<file path="src/rtl/decode_pipe_ctrl.sv">
// decode_pipe_ctrl: RV32I (optional RV32M) decode stage with a single output
// pipeline register, load-use hazard stall and a saturating bubble counter.
//
// Ports:
//   clk, rst            clock, synchronous active-high reset
//   in_valid/in_ready   fetch handshake; in_instr/in_pc are the offered word
//   flush               kills the output register and discards any accept
//   ex_memread, ex_rd   load in EX and its destination (load-use detection)
//   out_valid/out_ready EX handshake for the decoded bundle
//   out_control         {regwrite, alu_control[3:0], alusrc, memread,
//                        memwrite, branch, memtoreg}
//   out_jump, out_imm, out_rs1, out_rs2, out_rd, out_pc, out_illegal
//   stall_cnt           saturating count of load-use stall cycles
module decode_pipe_ctrl #(
    parameter int XLEN     = 32,
    parameter bit ENABLE_M = 1'b0,
    parameter int CNT_W    = 16
) (
    input  logic             clk,
    input  logic             rst,
    input  logic             in_valid,
    output logic             in_ready,
    input  logic [31:0]      in_instr,
    input  logic [XLEN-1:0]  in_pc,
    input  logic             flush,
    input  logic             ex_memread,
    input  logic [4:0]       ex_rd,
    output logic             out_valid,
    input  logic             out_ready,
    output logic [9:0]       out_control,
    output logic             out_jump,
    output logic [XLEN-1:0]  out_imm,
    output logic [4:0]       out_rs1,
    output logic [4:0]       out_rs2,
    output logic [4:0]       out_rd,
    output logic [XLEN-1:0]  out_pc,
    output logic             out_illegal,
    output logic [CNT_W-1:0] stall_cnt
);

    localparam logic [6:0] OP_R      = 7'b0110011;
    localparam logic [6:0] OP_I      = 7'b0010011;
    localparam logic [6:0] OP_LOAD   = 7'b0000011;
    localparam logic [6:0] OP_STORE  = 7'b0100011;
    localparam logic [6:0] OP_BRANCH = 7'b1100011;
    localparam logic [6:0] OP_JAL    = 7'b1101111;
    localparam logic [6:0] OP_JALR   = 7'b1100111;
    localparam logic [6:0] OP_LUI    = 7'b0110111;
    localparam logic [6:0] OP_AUIPC  = 7'b0010111;

    localparam logic [3:0] ALU_ADD  = 4'b0000;
    localparam logic [3:0] ALU_SUB  = 4'b0001;
    localparam logic [3:0] ALU_OR   = 4'b0010;
    localparam logic [3:0] ALU_AND  = 4'b0011;
    localparam logic [3:0] ALU_SLT  = 4'b0100;
    localparam logic [3:0] ALU_SLL  = 4'b0101;
    localparam logic [3:0] ALU_SRL  = 4'b0110;
    localparam logic [3:0] ALU_SRA  = 4'b0111;
    localparam logic [3:0] ALU_XOR  = 4'b1000;
    localparam logic [3:0] ALU_SLTU = 4'b1001;
    localparam logic [3:0] ALU_MUL  = 4'b1010;
    localparam logic [3:0] ALU_MULH = 4'b1011;
    localparam logic [3:0] ALU_DIV  = 4'b1100;
    localparam logic [3:0] ALU_REM  = 4'b1101;

    logic [6:0] opcode, funct7;
    logic [2:0] funct3;
    logic [4:0] rs1, rs2, rd;

    assign opcode = in_instr[6:0];
    assign rd     = in_instr[11:7];
    assign funct3 = in_instr[14:12];
    assign rs1    = in_instr[19:15];
    assign rs2    = in_instr[24:20];
    assign funct7 = in_instr[31:25];

    // Shared funct3 -> ALU op map for R-type and I-ALU; alt selects SUB/SRA.
    function automatic logic [3:0] arith_op(input logic [2:0] f3, input logic alt);
        case (f3)
            3'd0:    arith_op = alt ? ALU_SUB : ALU_ADD;
            3'd1:    arith_op = ALU_SLL;
            3'd2:    arith_op = ALU_SLT;
            3'd3:    arith_op = ALU_SLTU;
            3'd4:    arith_op = ALU_XOR;
            3'd5:    arith_op = alt ? ALU_SRA : ALU_SRL;
            3'd6:    arith_op = ALU_OR;
            default: arith_op = ALU_AND;
        endcase
    endfunction

    logic            regwrite, alusrc, memread, memwrite, branch, memtoreg, jump, bad;
    logic [3:0]      alu;
    logic [31:0]     imm32;
    logic [9:0]      dec_control;
    logic            dec_jump;
    logic [XLEN-1:0] dec_imm;
    logic [4:0]      dec_rs1;

    always_comb begin
        regwrite = 1'b0;
        alusrc   = 1'b0;
        memread  = 1'b0;
        memwrite = 1'b0;
        branch   = 1'b0;
        memtoreg = 1'b0;
        jump     = 1'b0;
        bad      = 1'b0;
        alu      = ALU_ADD;
        imm32    = '0;
        case (opcode)
            OP_R: begin
                regwrite = 1'b1;
                if (funct7 == 7'd0) begin
                    alu = arith_op(funct3, 1'b0);
                end else if (funct7 == 7'd32) begin
                    alu = arith_op(funct3, 1'b1);
                    bad = (funct3 != 3'd0) && (funct3 != 3'd5);
                end else if (funct7 == 7'd1 && ENABLE_M) begin
                    if (funct3 == 3'd0)      alu = ALU_MUL;
                    else if (funct3 < 3'd4)  alu = ALU_MULH;
                    else if (funct3 < 3'd6)  alu = ALU_DIV;
                    else                     alu = ALU_REM;
                end else begin
                    bad = 1'b1;
                end
            end
            OP_I: begin
                regwrite = 1'b1;
                alusrc   = 1'b1;
                alu      = arith_op(funct3, 1'b0);
                imm32    = {{20{in_instr[31]}}, in_instr[31:20]};
                // Shifts carry the shamt only; funct7 selects/validates the kind.
                if (funct3 == 3'd1) begin
                    imm32 = {27'd0, in_instr[24:20]};
                    bad   = (funct7 != 7'd0);
                end else if (funct3 == 3'd5) begin
                    imm32 = {27'd0, in_instr[24:20]};
                    if (funct7 == 7'd32)     alu = ALU_SRA;
                    else if (funct7 != 7'd0) bad = 1'b1;
                end
            end
            OP_LOAD: begin
                regwrite = 1'b1;
                alusrc   = 1'b1;
                memread  = 1'b1;
                memtoreg = 1'b1;
                imm32    = {{20{in_instr[31]}}, in_instr[31:20]};
            end
            OP_STORE: begin
                alusrc   = 1'b1;
                memwrite = 1'b1;
                imm32    = {{20{in_instr[31]}}, in_instr[31:25], in_instr[11:7]};
            end
            OP_BRANCH: begin
                branch = 1'b1;
                imm32  = {{19{in_instr[31]}}, in_instr[31], in_instr[7],
                          in_instr[30:25], in_instr[11:8], 1'b0};
                case (funct3)
                    3'd0, 3'd1: alu = ALU_SUB;
                    3'd4, 3'd5: alu = ALU_SLT;
                    3'd6, 3'd7: alu = ALU_SLTU;
                    default:    bad = 1'b1;
                endcase
            end
            OP_JAL: begin
                regwrite = 1'b1;
                alusrc   = 1'b1;
                branch   = 1'b1;
                jump     = 1'b1;
                imm32    = {{11{in_instr[31]}}, in_instr[31], in_instr[19:12],
                            in_instr[20], in_instr[30:21], 1'b0};
            end
            OP_JALR: begin
                regwrite = 1'b1;
                alusrc   = 1'b1;
                branch   = 1'b1;
                jump     = 1'b1;
                imm32    = {{20{in_instr[31]}}, in_instr[31:20]};
            end
            OP_LUI, OP_AUIPC: begin
                regwrite = 1'b1;
                alusrc   = 1'b1;
                imm32    = {in_instr[31:12], 12'd0};
            end
            default: bad = 1'b1;
        endcase
    end

    // Illegal words carry no control, no jump and a zero immediate.
    assign dec_control = bad ? 10'd0 :
                         {regwrite, alu, alusrc, memread, memwrite, branch, memtoreg};
    assign dec_jump    = jump && !bad;
    assign dec_imm     = bad ? '0 : XLEN'($signed(imm32));
    assign dec_rs1     = (opcode == OP_LUI) ? 5'd0 : rs1;

    // Register use is a property of the opcode class alone.
    logic use_rs1, use_rs2, hazard, can_adv, accept;

    assign use_rs1 = (opcode == OP_R) || (opcode == OP_I) || (opcode == OP_LOAD) ||
                     (opcode == OP_STORE) || (opcode == OP_BRANCH) || (opcode == OP_JALR);
    assign use_rs2 = (opcode == OP_R) || (opcode == OP_STORE) || (opcode == OP_BRANCH);
    assign hazard  = ex_memread && (ex_rd != 5'd0) &&
                     (((ex_rd == rs1) && use_rs1) || ((ex_rd == rs2) && use_rs2));
    assign can_adv = !out_valid || out_ready;
    // flush opens the input so fetch can drain; the accepted word is dropped.
    assign in_ready = !rst && (flush || (!hazard && can_adv));
    assign accept   = in_valid && in_ready;

    always_ff @(posedge clk) begin
        if (rst) begin
            out_valid   <= 1'b0;
            out_control <= '0;
            out_jump    <= 1'b0;
            out_imm     <= '0;
            out_rs1     <= '0;
            out_rs2     <= '0;
            out_rd      <= '0;
            out_pc      <= '0;
            out_illegal <= 1'b0;
            stall_cnt   <= '0;
        end else if (flush) begin
            out_valid <= 1'b0;
        end else begin
            if (in_valid && hazard && (stall_cnt != '1))
                stall_cnt <= stall_cnt + CNT_W'(1);
            if (accept) begin
                out_valid   <= 1'b1;
                out_control <= dec_control;
                out_jump    <= dec_jump;
                out_imm     <= dec_imm;
                out_rs1     <= dec_rs1;
                out_rs2     <= rs2;
                out_rd      <= rd;
                out_pc      <= in_pc;
                out_illegal <= bad;
            end else if (can_adv) begin
                // consumed with nothing behind it, or a load-use bubble
                out_valid <= 1'b0;
            end
        end
    end

endmodule

</file>
<file path="config.mk">
export PLATFORM = sky130hd
export DESIGN_NAME = decode_pipe_ctrl
export DESIGN_NICKNAME = d
export VERILOG_FILES = /design/src/rtl/decode_pipe_ctrl.sv
export SDC_FILE = /design/constraint.sdc
export NUM_CORES = 1
export LEC_CHECK = 0
export BUFFER_PORTS_ARGS = -buffer_cell sky130_fd_sc_hd__buf_2
export CAP_MARGIN = 15
export CORE_MARGIN = 10
export CORE_UTILIZATION = 44
export CTS_CLUSTER_DIAMETER = 80
export DETAILED_ROUTE_END_ITERATION = 16
export PLACE_DENSITY = 0.74
export SLEW_MARGIN = 10
export SYNTH_ARGS = -nofsm -noshare
export SYNTH_HDL_FRONTEND = slang
export SYNTH_SLANG_ARGS = --single-unit
</file>
<file path="constraint.sdc">
create_clock -name clk -period 2.5 [get_ports clk]
set_clock_uncertainty 0.2 [all_clocks]
set_input_delay 0.375 -clock clk [delete_from_list [all_inputs] [get_ports clk]]
set_output_delay 0.375 -clock clk [all_outputs]
set_load 0.005 [all_outputs]
</file>
==> impl_results.md <==
- Prevailing post-synth register cell: dfxtp_1
- Final min period: 2.45 ns
- Post-Place Worst Slack: -0.0794 ns
- Min-delay src: in_pc[27]
- DR pass1 iterations: 5
- Most frequent cell after synthesis: nand2_1
- RSZ-0062 raised after global routing: no
- Mapped Nets: ~670
- Die Wd: 124 um
- Critical Path Fanout Max: 14
- Mapped Avg Cell Area: roughly 8 sq um
- Fin. Hold Viols: 0
- Vias in the first global route: around 5,000
- Layout filler cell count: 981
- Clk slew on worst S/H paths: 0.10 ns
- Syn Inst Count: 595
- Asr flop ratio synth: 0%
- ANT nets after route: 0
- #FFs+latches synth: 107
- Status: complete, no violations
- EDFF count, synth: 0
- Synthesis Warnings: 0
- Worst vdd ir: 0.000294 V
- Routed WL: 16,900 um
- Fin crit share: 97.9%
- Synthesized area: approximately 0.0048 sq mm
- Largest net degree at the start of global routing: 44
- Post-DP HPWL: 13,200 um
- Critical path type: primary input to register
- CTS tree: yes
- Clock buffer count from CTS: 9
- Critical Path RT: 2.55 ns
- First-pass GRT wire length: 25,600 um
- Antenna cells: 0
- Number of cell rows: 37
- DRC: 0
- Initial antenna violation count: 0
- Critical path launch point: flush
- Achievable Freq: 0.409 GHz
- Die area: 0.0154 sq mm
- Skew-Pair Late Insertion Delay: 0.37 ns
- Io pins: 184
- Slew headroom: 68.2%
- Placed Cells: 917
- Vias per inst: 5.59
- Pleak: 2.70 nW
- Drt wl/cell: roughly 18 um
- Total track usage: 20.6%
- I/O Buffers: about 180
- Largest area contributor in the netlist: dfxtp_1
- Post-synth top area share: 44.9%
- Clk buf depth: 2
- Setup ws final: approximately 0.053 ns
- CTS root buf: clkbuf_8
- Die H: 124 um
- Iteration-0 DRC Markers: 409
- Slew @ Worst Pin: 0.472 ns
- Max cap viols: 0
- Htree depth: 3
- Max Slew Vio Count: 0
- Share of cells above drive strength 1: 32.8%
- CP startpoint kind: primary input
- Via Count: around 5,200
- Most frequent cells after synthesis: 119 x nand2_1, 107 x dfxtp_1, 89 x a21oi_1
- Synth cell types: 60
- Area of the multi-input gates: roughly 0.0024 sq mm
- Largest cells by area after synthesis: dfxtp_1 45%, nand2_1 9.4%, a21oi_1 9.3%
- Tightest Hold Check Type: primary input to register
- Gr ovfl total: 0
- Nature of the critical path endpoint: register
- Power per cell area: between 500 and 600 mW/mm^2
- Register Area: between 0.002 and 0.0025 sq mm
- Routability Congestion: 0.937
- Final setup fails: 0
- Area grow syn2layout: 32.7%
- WP data arrival: 2.50 ns
- Seq/Total Area, Yosys: 44.9%
- Core area: 0.0105 sq mm
- Fin cells: 936
- Initial Utilization: 45.6%
- CTS sink cnt: 107
- # nets final: 871
- Worst reg2reg startpoint: stall_cnt[8]
cell usage in the layout (no fill, tap or decap), types with 8 or more instances in the layout:
cell type / n
nor2_1: 19
clkbuf_8: 10
o21ai_0: 20
buf_2: 183
nand4_1: 14
dfxtp_1: 107
or3_1: 12
nor3_1: 9
nand3_1: 40
nand2_1: 119
buf_4: 42
a21oi_1: 88
o31ai_1: 22
xnor2_1: 8
area by class of cell:
type | instances | area share (%)
clock buffer | 11 | 2.23
inverter | 7 | 0.415
multi-input combinational | 438 | 38.4
tap | 136 | 2.69
timing repair buffer | 232 | 21.5
sequential | 107 | 33.8
clock inverter | 5 | 0.948
sequential cells by signal, summed over array words and instances (netlist names):
register     cells
out_control      9
out_jump         1
out_valid        1
out_illegal      1
out_rs1          5
stall_cnt       16
out_rs2          5
out_imm         32
out_rd           5
out_pc          32
what timing repair did:
| item | in CTS | in global routing |
|---|---|---|
| endpoints found under the hold margin | 1 | 0 |
| hold buffers | 1 | 0 |
| gates resized for setup | 0 | 1 |
| setup endpoints to repair | 0 | 3 |
| buffers inserted | 0 | 2 |
worst max-delay path: stages:
cell and delay, ns:
dlygate4sd3_1 0.53, buf_2 0.14, nand2b_1 0.17, nand2b_1 0.28, a21oi_4 0.32, nand2_1 0.17
buf_12 0.18, o41ai_1 0.33
routing by layer:
| metal | vias to the layer above | share of wire, % | track usage (%) | wire, um |
|---|---|---|---|---|
| li1 | 2522 | - | - | - |
| met5 | - | 0 | 0 | 0 |
| met1 | 2455 | 39 | 24.6 | 6560 |
| met4 | 0 | 1.3 | 5.54 | 215 |
| met2 | 232 | 50 | 35.4 | 8460 |
| met3 | 19 | 10 | 5.75 | 1690 |
cells by family (layout without fill, tap and decap cells):
kind of cell | after synthesis | count (layout) | share of synthesized area (%)
DFF | 107 | 107 | 44.9
buffers and inverters | 50 | 255 | 4.53
muxes | 1 | 1 | 0.210
adders and majority gates | 1 | 1 | 0.262
and+or+nand+nor | 248 | 248 | 25.0
xor gates and xnor gates | 13 | 13 | 2.38
AOI/OAI and AO/OA | 175 | 175 | 22.8
where the power goes:
group | internal, mW | switching (mW) | leakage [nW]
combinational | 0.172 | 0.237 | 1.73
sequential | 1.74 | 0.0185 | 0.868
clock | 0.495 | 0.590 | 0.0999
stage by stage:
stage | power (mW) | hold slack (ns) | setup TNS [ns] | util, % | cell area [sq um]
2_1_floorplan | 1.99 | 0.252 | 0 | - | 4780
4_1_cts | 3.28 | 0.0220 | 0 | 60.4 | 6310
3_3_place_gp | 2.20 | 0.239 | 0 | 58.3 | 6100
6_report | 3.25 | 0.0388 | 0 | 60.6 | 6340
3_5_place_dp | 2.21 | 0.246 | -0.326 | 58.3 | 6100
5_1_grt | 3.38 | 0.0169 | 0 | 60.6 | 6340
worst paths after layout:
path	to	slack, ns	cells after the start
setup / recovery	out_control[9]	0.05	8
hold reg to reg	out_pc[9]	0.26	2
setup reg to reg	stall_cnt[11]	0.24	7
hold / removal	out_pc[27]	0.04	3
Power figures use the tool's default switching activity.
